===== src/rtl/neuron_wb_sequencer_if.sv =====
// Command/response handshake and Wishbone classic master signals of the neuron core sequencer.
// The master modport is the sequencer side; the slave modport is the loader plus core side.
interface neuron_wb_sequencer_if;
  logic        cmd_valid;
  logic        cmd_ready;
  logic [2:0]  cmd_kind;
  logic [7:0]  cmd_idx;
  logic [31:0] cmd_data;
  logic        rsp_valid;
  logic        rsp_ready;
  logic [31:0] rsp_data;
  logic [1:0]  rsp_err;
  logic        wbm_cyc_o;
  logic        wbm_stb_o;
  logic        wbm_we_o;
  logic [3:0]  wbm_sel_o;
  logic [31:0] wbm_adr_o;
  logic [31:0] wbm_dat_o;
  logic [31:0] wbm_dat_i;
  logic        wbm_ack_i;

  modport master (
    input  cmd_valid, cmd_kind, cmd_idx, cmd_data, rsp_ready, wbm_dat_i, wbm_ack_i,
    output cmd_ready, rsp_valid, rsp_data, rsp_err,
    output wbm_cyc_o, wbm_stb_o, wbm_we_o, wbm_sel_o, wbm_adr_o, wbm_dat_o
  );

  modport slave (
    output cmd_valid, cmd_kind, cmd_idx, cmd_data, rsp_ready, wbm_dat_i, wbm_ack_i,
    input  cmd_ready, rsp_valid, rsp_data, rsp_err,
    input  wbm_cyc_o, wbm_stb_o, wbm_we_o, wbm_sel_o, wbm_adr_o, wbm_dat_o
  );
endinterface


===== src/rtl/neuron_wb_sequencer.sv =====
// Wishbone classic master: turns typed neuron-core commands into one single-beat bus
// cycle each and returns a status/data response.
module neuron_wb_sequencer #(
  parameter logic [31:0] BASE_ADDR   = 32'h3000_0000,
  parameter int unsigned TIMEOUT_CYC = 255
) (
  input  logic                     wb_clk_i,
  input  logic                     wb_rst_n,
  neuron_wb_sequencer_if.master    bus,
  output logic [1:0]               dbg_state
);

  // Handshakes: a command transfers on a rising edge where cmd_valid & cmd_ready;
  // a response transfers on a rising edge where rsp_valid & rsp_ready. rsp_valid,
  // rsp_data and rsp_err stay constant until that transfer.
  typedef enum logic [1:0] {
    IDLE = 2'd0,
    BUS  = 2'd1,
    RESP = 2'd2
  } state_t;

  localparam logic [7:0] TO_LIMIT = 8'(TIMEOUT_CYC);

  state_t      state;
  logic [7:0]  to_cnt;
  logic        dec_legal;
  logic        dec_we;
  logic [15:0] dec_off;

  assign dbg_state = state;

  // Param words sit on a 16-byte stride with 3 words each, so {idx[6:0],2'b00}
  // is exactly num*16 + w*4.
  always_comb begin
    dec_legal = 1'b0;
    dec_we    = 1'b1;
    dec_off   = 16'h0000;
    case (bus.cmd_kind)
      3'd0: begin
        dec_legal = 1'b1;
        dec_off   = {6'd0, bus.cmd_idx, 2'b00};
      end
      3'd1: begin
        dec_legal = !bus.cmd_idx[7] && (bus.cmd_idx[1:0] != 2'd3);
        dec_off   = 16'h1000 | {7'd0, bus.cmd_idx[6:0], 2'b00};
      end
      3'd2: begin
        dec_legal = (bus.cmd_idx[7:4] == 4'd0);
        dec_off   = 16'h3000 | {10'd0, bus.cmd_idx[3:0], 2'b00};
      end
      3'd3: begin
        dec_legal = (bus.cmd_idx == 8'd0);
        dec_off   = 16'h3100;
      end
      3'd4: begin
        dec_legal = (bus.cmd_idx == 8'd0);
        dec_we    = 1'b0;
        dec_off   = 16'h2000;
      end
      default: dec_legal = 1'b0;
    endcase
  end

  always_ff @(posedge wb_clk_i or negedge wb_rst_n) begin
    if (!wb_rst_n) begin
      state         <= IDLE;
      to_cnt        <= 8'd0;
      bus.cmd_ready <= 1'b0;
      bus.rsp_valid <= 1'b0;
      bus.rsp_data  <= 32'd0;
      bus.rsp_err   <= 2'd0;
      bus.wbm_cyc_o <= 1'b0;
      bus.wbm_stb_o <= 1'b0;
      bus.wbm_we_o  <= 1'b0;
      bus.wbm_sel_o <= 4'h0;
      bus.wbm_adr_o <= 32'd0;
      bus.wbm_dat_o <= 32'd0;
    end else begin
      case (state)
        IDLE: begin
          bus.cmd_ready <= 1'b1;
          if (bus.cmd_ready && bus.cmd_valid) begin
            bus.cmd_ready <= 1'b0;
            if (dec_legal) begin
              state         <= BUS;
              to_cnt        <= 8'd0;
              bus.wbm_cyc_o <= 1'b1;
              bus.wbm_stb_o <= 1'b1;
              bus.wbm_we_o  <= dec_we;
              bus.wbm_sel_o <= 4'hF;
              bus.wbm_adr_o <= BASE_ADDR + {16'd0, dec_off};
              bus.wbm_dat_o <= dec_we ? bus.cmd_data : 32'd0;
            end else begin
              state         <= RESP;
              bus.rsp_valid <= 1'b1;
              bus.rsp_err   <= 2'd1;
              bus.rsp_data  <= 32'd0;
            end
          end
        end
        BUS: begin
          // An ack arriving on the same edge the counter expires still completes the cycle.
          if (bus.wbm_ack_i || (8'(to_cnt + 8'd1) == TO_LIMIT)) begin
            state         <= RESP;
            bus.rsp_valid <= 1'b1;
            bus.rsp_err   <= bus.wbm_ack_i ? 2'd0 : 2'd2;
            bus.rsp_data  <= (bus.wbm_ack_i && !bus.wbm_we_o) ? bus.wbm_dat_i : 32'd0;
            bus.wbm_cyc_o <= 1'b0;
            bus.wbm_stb_o <= 1'b0;
            bus.wbm_we_o  <= 1'b0;
            bus.wbm_sel_o <= 4'h0;
            bus.wbm_adr_o <= 32'd0;
            bus.wbm_dat_o <= 32'd0;
          end else begin
            to_cnt <= 8'(to_cnt + 8'd1);
          end
        end
        RESP: begin
          if (bus.rsp_ready) begin
            state         <= IDLE;
            bus.rsp_valid <= 1'b0;
            bus.rsp_err   <= 2'd0;
            bus.rsp_data  <= 32'd0;
            bus.cmd_ready <= 1'b1;
          end
        end
        default: state <= IDLE;
      endcase
    end
  end

endmodule


===== src/flat_wrapper.sv =====
// flat-port wrapper written by rule: the top's interface ports become plain ports
module neuron_wb_sequencer_flat 
#(
  parameter logic [31:0] BASE_ADDR   = 32'h3000_0000,
  parameter int unsigned TIMEOUT_CYC = 255
)
  (wb_clk_i, wb_rst_n, dbg_state, bus_cmd_valid, bus_cmd_kind, bus_cmd_idx, bus_cmd_data, bus_rsp_ready, bus_wbm_dat_i, bus_wbm_ack_i, bus_cmd_ready, bus_rsp_valid, bus_rsp_data, bus_rsp_err, bus_wbm_cyc_o, bus_wbm_stb_o, bus_wbm_we_o, bus_wbm_sel_o, bus_wbm_adr_o, bus_wbm_dat_o);
  neuron_wb_sequencer_if bus_i ();
  input  logic wb_clk_i;
  input  logic wb_rst_n;
  output logic [1:0] dbg_state;
  input wire logic [$bits(bus_i.cmd_valid)-1:0] bus_cmd_valid;
  input wire logic [$bits(bus_i.cmd_kind)-1:0] bus_cmd_kind;
  input wire logic [$bits(bus_i.cmd_idx)-1:0] bus_cmd_idx;
  input wire logic [$bits(bus_i.cmd_data)-1:0] bus_cmd_data;
  input wire logic [$bits(bus_i.rsp_ready)-1:0] bus_rsp_ready;
  input wire logic [$bits(bus_i.wbm_dat_i)-1:0] bus_wbm_dat_i;
  input wire logic [$bits(bus_i.wbm_ack_i)-1:0] bus_wbm_ack_i;
  output wire logic [$bits(bus_i.cmd_ready)-1:0] bus_cmd_ready;
  output wire logic [$bits(bus_i.rsp_valid)-1:0] bus_rsp_valid;
  output wire logic [$bits(bus_i.rsp_data)-1:0] bus_rsp_data;
  output wire logic [$bits(bus_i.rsp_err)-1:0] bus_rsp_err;
  output wire logic [$bits(bus_i.wbm_cyc_o)-1:0] bus_wbm_cyc_o;
  output wire logic [$bits(bus_i.wbm_stb_o)-1:0] bus_wbm_stb_o;
  output wire logic [$bits(bus_i.wbm_we_o)-1:0] bus_wbm_we_o;
  output wire logic [$bits(bus_i.wbm_sel_o)-1:0] bus_wbm_sel_o;
  output wire logic [$bits(bus_i.wbm_adr_o)-1:0] bus_wbm_adr_o;
  output wire logic [$bits(bus_i.wbm_dat_o)-1:0] bus_wbm_dat_o;
  assign bus_i.cmd_valid = bus_cmd_valid;
  assign bus_i.cmd_kind = bus_cmd_kind;
  assign bus_i.cmd_idx = bus_cmd_idx;
  assign bus_i.cmd_data = bus_cmd_data;
  assign bus_i.rsp_ready = bus_rsp_ready;
  assign bus_i.wbm_dat_i = bus_wbm_dat_i;
  assign bus_i.wbm_ack_i = bus_wbm_ack_i;
  assign bus_cmd_ready = bus_i.cmd_ready;
  assign bus_rsp_valid = bus_i.rsp_valid;
  assign bus_rsp_data = bus_i.rsp_data;
  assign bus_rsp_err = bus_i.rsp_err;
  assign bus_wbm_cyc_o = bus_i.wbm_cyc_o;
  assign bus_wbm_stb_o = bus_i.wbm_stb_o;
  assign bus_wbm_we_o = bus_i.wbm_we_o;
  assign bus_wbm_sel_o = bus_i.wbm_sel_o;
  assign bus_wbm_adr_o = bus_i.wbm_adr_o;
  assign bus_wbm_dat_o = bus_i.wbm_dat_o;
  neuron_wb_sequencer #(.BASE_ADDR(BASE_ADDR), .TIMEOUT_CYC(TIMEOUT_CYC)) u_core (.wb_clk_i(wb_clk_i), .wb_rst_n(wb_rst_n), .bus(bus_i), .dbg_state(dbg_state));
endmodule

===== config.mk =====
export PLATFORM = sky130hd
export DESIGN_NAME = neuron_wb_sequencer_flat
export DESIGN_NICKNAME = d
export VERILOG_FILES = /design/src/rtl/neuron_wb_sequencer_if.sv /design/src/rtl/neuron_wb_sequencer.sv /design/src/flat_wrapper.sv
export SDC_FILE = /design/constraint.sdc
export NUM_CORES = 1
export LEC_CHECK = 0
export ABC_AREA = 1
export BUFFER_PORTS_ARGS = -buffer_cell sky130_fd_sc_hd__clkbuf_2
export CAP_MARGIN = 5
export CORE_MARGIN = 2
export CORE_UTILIZATION = 52
export CTS_BUF_LIST = sky130_fd_sc_hd__clkbuf_16
export DETAILED_ROUTE_END_ITERATION = 8
export PLACE_DENSITY = 0.85
export SYNTH_ARGS = -nofsm -noshare
export SYNTH_HDL_FRONTEND = slang
export SYNTH_SLANG_ARGS = --single-unit

===== constraint.sdc =====
create_clock -name wb_clk_i -period 3.4 [get_ports wb_clk_i]
set_input_delay 0.34 -clock wb_clk_i [delete_from_list [all_inputs] [get_ports wb_clk_i]]
set_output_delay 0.34 -clock wb_clk_i [all_outputs]
set_load 0.02 [all_outputs]

=== After elaboration in Yosys (flattened, before gate mapping) ===
Cells that the tools add are included.

* $add $sub $neg: 2
* Multipliers: 0
* Divide/modulo/power cells: 0
* $lt $le $gt $ge: 0
* Equal/unequal tests: 14
* Shifts and indexed selects: 0
* Muxes and demuxes: 50
* Bitwise operators: 0
* Reduce and logical (&&, ||, !) cells: 19

{| class="wikitable"
|+ Operator list
! kind !! count
|-
| $mux 32 || 11
|-
| $pmux 32 s2 || 2
|-
| $pmux 32 s3 || 1
|-
| $pmux 14 s5 || 1
|-
| $add 30x14->31 const A || 1
|-
| $mux 8 || 3
|-
| $mux 2 || 8
|-
| $pmux 8 s2 || 1
|-
| $mux 1 || 12
|-
| $mux 4 || 3
|-
| $pmux 2 s3 || 2
|-
| $add 8x1->8 const B || 1
|-
| $eq 8x8->1 const B || 1
|-
| $logic_not 8->1 || 1
|-
| $ne 2x2->1 const B || 4
|-
| $pmux 4 s2 || 1
|-
| $reduce_and 4->1 || 2
|-
| $eq 3x2->1 const B || 2
|-
| $ne 2x1->1 const B || 3
|-
| $pmux 1 s2 || 3
|-
| $reduce_and 5->1 || 1
|-
| $logic_not 4->1 || 1
|-
| $pmux 1 s4 || 1
|-
| $reduce_bool 2->1 || 2
|-
| 14 further kinds || 17
|}

* Register bits after elaboration: 116
* Bits in latches: 0
* Bits in writable memories: 0
* Bits in read-only memories: 0
* Output and inout port bits: 109
* Logic and storage cells: 96
* Memories kept: 0

=== Depth between registers and ports, before layout ===
* Depth after elaboration: 6
* Depth in mapped cells: 13

=== Least setup slack after synthesis ===
OpenSTA, ideal clock, no wires.

* Path type: register to register
* Start: register u_core.state[0] (netlist: u_core.dbg_state[0])
* End: register u_core.bus.rsp_data[12]
* Arrival time: 1.926 ns
* Data required time: 3.334 ns
* Slack: 1.407 ns
* Stages on the path, launching flop included: 12
* Buffers on the path: 2
* Clock period less this slack: 1.993 ns
* Path through: dfrtp_1 -> inv_1 -> ha_1 -> inv_1 -> a21oi_1 -> inv_1 -> nand2_1 -> inv_1 -> clkbuf_1 -> buf_1 -> nand4_1 -> nand2_1

* Word-level cells in the longest chain between the ends: 3
* Elaborated cells on any way between the ends: 10

{| class="wikitable"
|+ RTL lines
! what !! RTL line !! text
|-
| start: declaration || neuron_wb_sequencer.sv:24 || <nowiki>state_t state;</nowiki>
|-
| start signal: assignment || neuron_wb_sequencer.sv:66 || <nowiki>state <= IDLE;</nowiki>
|-
| start signal: assignment || neuron_wb_sequencer.sv:85 || <nowiki>state <= BUS;</nowiki>
|-
| start signal: assignment || neuron_wb_sequencer.sv:94 || <nowiki>state <= RESP;</nowiki>
|-
| $eq 2x2->1 (tied with other cells) || neuron_wb_sequencer.sv:79 || <nowiki>case (state)</nowiki>
|-
| $ne 2x2->1 (no line) (tied with other cells) || -- ||
|-
| $reduce_and 5->1 (no line) || -- ||
|-
| end signal: assignment || neuron_wb_sequencer.sv:107 || <nowiki>bus.rsp_data <= (bus.wbm_ack_i && !bus.wbm_we_o) ? bus.wbm_dat_i : 32'd0;</nowiki>
|-
| end: declaration || neuron_wb_sequencer_if.sv:24 || <nowiki>output cmd_ready, rsp_valid, rsp_data, rsp_err,</nowiki>
|}

Several ways; a longest one is shown, not always the timed one.
A chain may end at the register's enable or synchronous reset.

=== Worst setup path in the final report ===
* Start: register u_core.to_cnt[1]
* End: register u_core.bus.wbm_dat_o[7]

* Word-level cells in the longest chain between the ends: 5

{| class="wikitable"
|+ RTL lines
! what !! RTL line !! text
|-
| start: declaration || neuron_wb_sequencer.sv:25 || <nowiki>logic [7:0] to_cnt;</nowiki>
|-
| start signal: assignment || neuron_wb_sequencer.sv:115 || <nowiki>to_cnt <= 8'(to_cnt + 8'd1);</nowiki>
|-
| $add 8x1->8 || neuron_wb_sequencer.sv:103 || <nowiki>if (bus.wbm_ack_i || (8'(to_cnt + 8'd1) == TO_LIMIT)) begin</nowiki>
|-
| $eq 8x8->1 || neuron_wb_sequencer.sv:103 ||
|-
| $logic_or 1x1->1 || neuron_wb_sequencer.sv:103 ||
|-
| $ne 2x1->1 (no line) || -- ||
|-
| $reduce_and 4->1 (no line) || -- ||
|-
| end signal: assignment || neuron_wb_sequencer.sv:92 || <nowiki>bus.wbm_dat_o <= dec_we ? bus.cmd_data : 32'd0;</nowiki>
|-
| end: declaration || neuron_wb_sequencer_if.sv:25 || <nowiki>output wbm_cyc_o, wbm_stb_o, wbm_we_o, wbm_sel_o, wbm_adr_o, wbm_dat_o</nowiki>
|}

No other way between the ends.

==> key figures <==
Synth
  – Post-synth ARST share: 1.000
  – Top-count cell post-synth: nand2_1
  – Seq/Total Area, Yosys: 0.4824
  – Top-area cell type share of the netlist area: 0.4824
  – Distinct cells, synth: 31
  – Syn Area/Cell: 7.953 um^2
  – Synth top area cells: dfrtp_1 48%, nand2_1 13%, nand4_1 5.6%, nand3_1 5.3%, buf_4 4.8%
  – Syn Std Cell Area: 0.004668 mm^2
  – Top_reg_cell synth: dfrtp_1
  – Post-synth top cells: 165 x nand2_1, 90 x dfrtp_1, 51 x nor2_1, 49 x nand3_1, 47 x inv_1
  – Syn. warnings: 0
  – Cells after Synth: 587
  – Post-synth EDFFs: 0
  – Cell taking the most area after synthesis: dfrtp_1
  – Seq cells post-synth: 90

Timing
  – TNS Setup: 0 ps
  – Max Slew Vio Count: 0
  – RSZ-0062 raised after global routing: no
  – Worst slew pin tran: 1144 ps
  – Peak Freq: 373.0 MHz
  – Tcrit/Tclk final: 0.7886
  – Final setup fails: 0
  – Post-layout min period: 2681 ps
  – Final hold violations: 0
  – Relative slew slack: 0.2371
  – Skew final: 9.257 ps

Layout
  – Design Area, Final: 0.005678 mm^2
  – Finished Layout Cells: 841
  – Ant. Diodes: 0
  – Fin nets: 814
  – Fill cells: 737
  – Footprint of the multi-input gates: 0.001911 mm^2
  – Sequential standard cell area: 0.002252 mm^2
  – Synthesis-to-layout area growth: 21.63%
  – Layout cell share with drive strength beyond 1: 0.2838

Place
  – DP Area: 0.005359 mm^2
  – Post-placement cell count: 825
  – DP HPWL: 7.882 mm
  – Port Buf Inserts: 168
  – RD Place Congestion: 0.9552

CTS
  – CTS clk-pin slew, worst paths: 60 ps
  – Clk root buf: clkbuf_16
  – Longest Clk Path Bufs: 2
  – Hold_buf cts: 0
  – CTS tree: done
  – Clk_lat worst skew: 330 ps
  – Post-CTS setup repair buffer count: 0
  – Total CTS buffers: 9
  – Post-CTS resize count: 0
  – Clk sinks: 90
  – Htree depth: 3

Route
  – Top Metal Used: met4
  – # DRC: 0
  – Total Routed Length: 11.37 mm
  – Vias: 4360
  – Detail Route met2 WL: 5.488 mm
  – Met1 WL: 4.691 mm
  – Average wire per standard cell: 13.52 um
  – Remaining antenna violation count: 0
  – TritonRoute pass-1 iters: 6
  – Vias per inst: 5.184
  – Met3 WL post-DR: 1.011 mm
  – Drt initial violations: 209

Global route
  – Vias in the first global route: 4109
  – First-pass GRT wire length: 19.24 mm
  – Largest net degree at the start of global routing: 91
  – Overall global routing resource usage: 0.2391
  – Initial antenna violation count: 0
  – Total grt overflow: 0

Critical path
  – CP max stage delay: 530 ps
  – R2R Path End: u_core.bus.wbm_dat_o[7]$_DFFE_PN0P_
  – Worst-path cell chain: ha_1, nand3_2, o21bai_1, nand2_1, nor2_1, nand3_2, nand2_4, nand2_4, o21ai_0
  – Worst endpoint data arrival time: 2900 ps
  – Crit-path slowest cell: nand2_4
  – Crit Reg-Reg Startpoint: u_core.to_cnt[1]$_DFFE_PN0P_
  – Crit path capture type: flop
  – CP max FO: 88
  – FF-to-FF path depth: 9
  – CP startpoint kind: flop
  – WP data required: 3620 ps
  – Worst R2R Setup Slack: 720 ps
  – Crit path kind: flop to flop

Worst hold path
  – Worst min-delay path category: input pin to async pin

Die
  – Rows: 34
  – Core area: 0.008721 mm^2
  – DIE AREA: 0.009752 mm^2
  – Initial Util: 0.5353
  – Die Height: 98.75 um
  – Die W: 98.75 um
  – Number of top-level pins: 189

Power and ir drop
  – Psw: 2.042 mW
  – Seq pwr share: 0.337
  – Worst VDD drop: 0.0005702 V
  – PD cells: 813.0 mW/mm^2
  – Combinational cell fraction of total power: 0.434
  – Clk network pwr share: 0.229
  – Internal: 2.574 mW
  – Lkg Pwr: 3.298 nW
  – Sw frac: 0.4424

Outcome
  – Outcome: finished, final reports clean

Job
  – Number of max-cap violations: 0
[layer usage]
metal / vias to the layer above / GRT usage
li1: 2130 / -
met4: 0 / 0.07165
met2: 195 / 0.3981
met5: - / 0
met1: 2022 / 0.3095
met3: 13 / 0.06028
[kinds of logic after synthesis]
kind of cell	after synthesis	share of synthesized area
other	1	0.0008033
AND/OR/NAND/NOR	323	0.3109
AO/OA/AOI/OAI	56	0.06620
flip-flops	90	0.4824
buffers and inverters	111	0.1236
adder cells (fa/ha/maj)	6	0.01608
[placed cells by master (no fill, tap or decap), drive strengths merged]
cell / n
nor3: 1
conb: 20
bufinv: 2
o21bai: 1
nor2: 53
nand3b: 1
nand3: 53
nand2: 171
clkinv: 2
nand4: 42
buf: 5
inv: 52
clkbuf: 176
clkinvlp: 1
dfrtp: 90
and2: 1
or2: 1
ha: 6
a21oi: 5
o21ai: 50
[flip-flops by register name, summed over array words and instances (netlist names)]
| register | flops |
|---|---|
| u_core.bus.wbm_sel_o | 1 |
| u_core.bus.cmd_ready | 1 |
| u_core.bus.rsp_data | 32 |
| u_core.bus.wbm_dat_o | 32 |
| u_core.bus.rsp_err | 2 |
| u_core.bus.rsp_valid | 1 |
| u_core.dbg_state | 2 |
| u_core.bus.wbm_adr_o | 10 |
| u_core.bus.wbm_we_o | 1 |
| u_core.to_cnt | 8 |
[per-stage QoR]
stage	power [mW]	setup WS, ps	hold slack [ps]	util
after floorplan	3.105	1407	44.41	-
after global placement	3.507	850.3	455.6	0.6145
after detailed placement	3.576	729.8	461.7	0.6145
after CTS	4.650	721.2	250.8	0.6511
after global routing	4.940	394.2	268.1	0.6511
final	4.616	718.9	202.8	0.6511
[worst max path at each step]
stage	start	end	slack [ps]	cells past startpoint
after global routing	u_core.to_cnt[1]$_DFFE_PN0P_	u_core.bus.wbm_dat_o[7]$_DFFE_PN0P_	390	10
final	u_core.to_cnt[1]$_DFFE_PN0P_	u_core.bus.wbm_dat_o[7]$_DFFE_PN0P_	720	9
after floorplan	u_core.dbg_state[0]$_DFFE_PN0P_	u_core.bus.rsp_data[12]$_DFFE_PN0P_	1410	11
after global placement	bus_cmd_kind[1]	u_core.bus.wbm_dat_o[2]$_DFFE_PN0P_	850	11
after CTS	u_core.to_cnt[1]$_DFFE_PN0P_	u_core.bus.wbm_dat_o[7]$_DFFE_PN0P_	720	9
after detailed placement	bus_cmd_kind[1]	u_core.bus.wbm_dat_o[7]$_DFFE_PN0P_	730	10
[area by class of cell]
class | instances | area share
inverters | 50 | 0.03305
multi-input cells | 405 | 0.3365
flip-flops and latches | 90 | 0.3967
clock buffers | 9 | 0.03967
clock inverters | 7 | 0.01653
repair buffers | 172 | 0.1538
well taps | 108 | 0.02380
[power groups by stage]
stage	Combinational (mW)	Clock [mW]	Sequential, mW
global route	2.23	1.12	1.59
CTS	2.02	1.08	1.55
finish	2.00	1.06	1.55
floorplan	1.22	0	1.89
detailed placement	2.01	0	1.57
global placement	1.95	0	1.56
[worst max-delay path, delay by kind of cell, from the launching register on]
kind / cells / cell delay [ps]
flip-flops: 1 / 430
AND/OR/NAND/NOR: 6 / 1320
AO/OA/AOI/OAI: 2 / 530
adder cells (fa/ha/maj): 1 / 270
(Power assumes the default switching activity.)
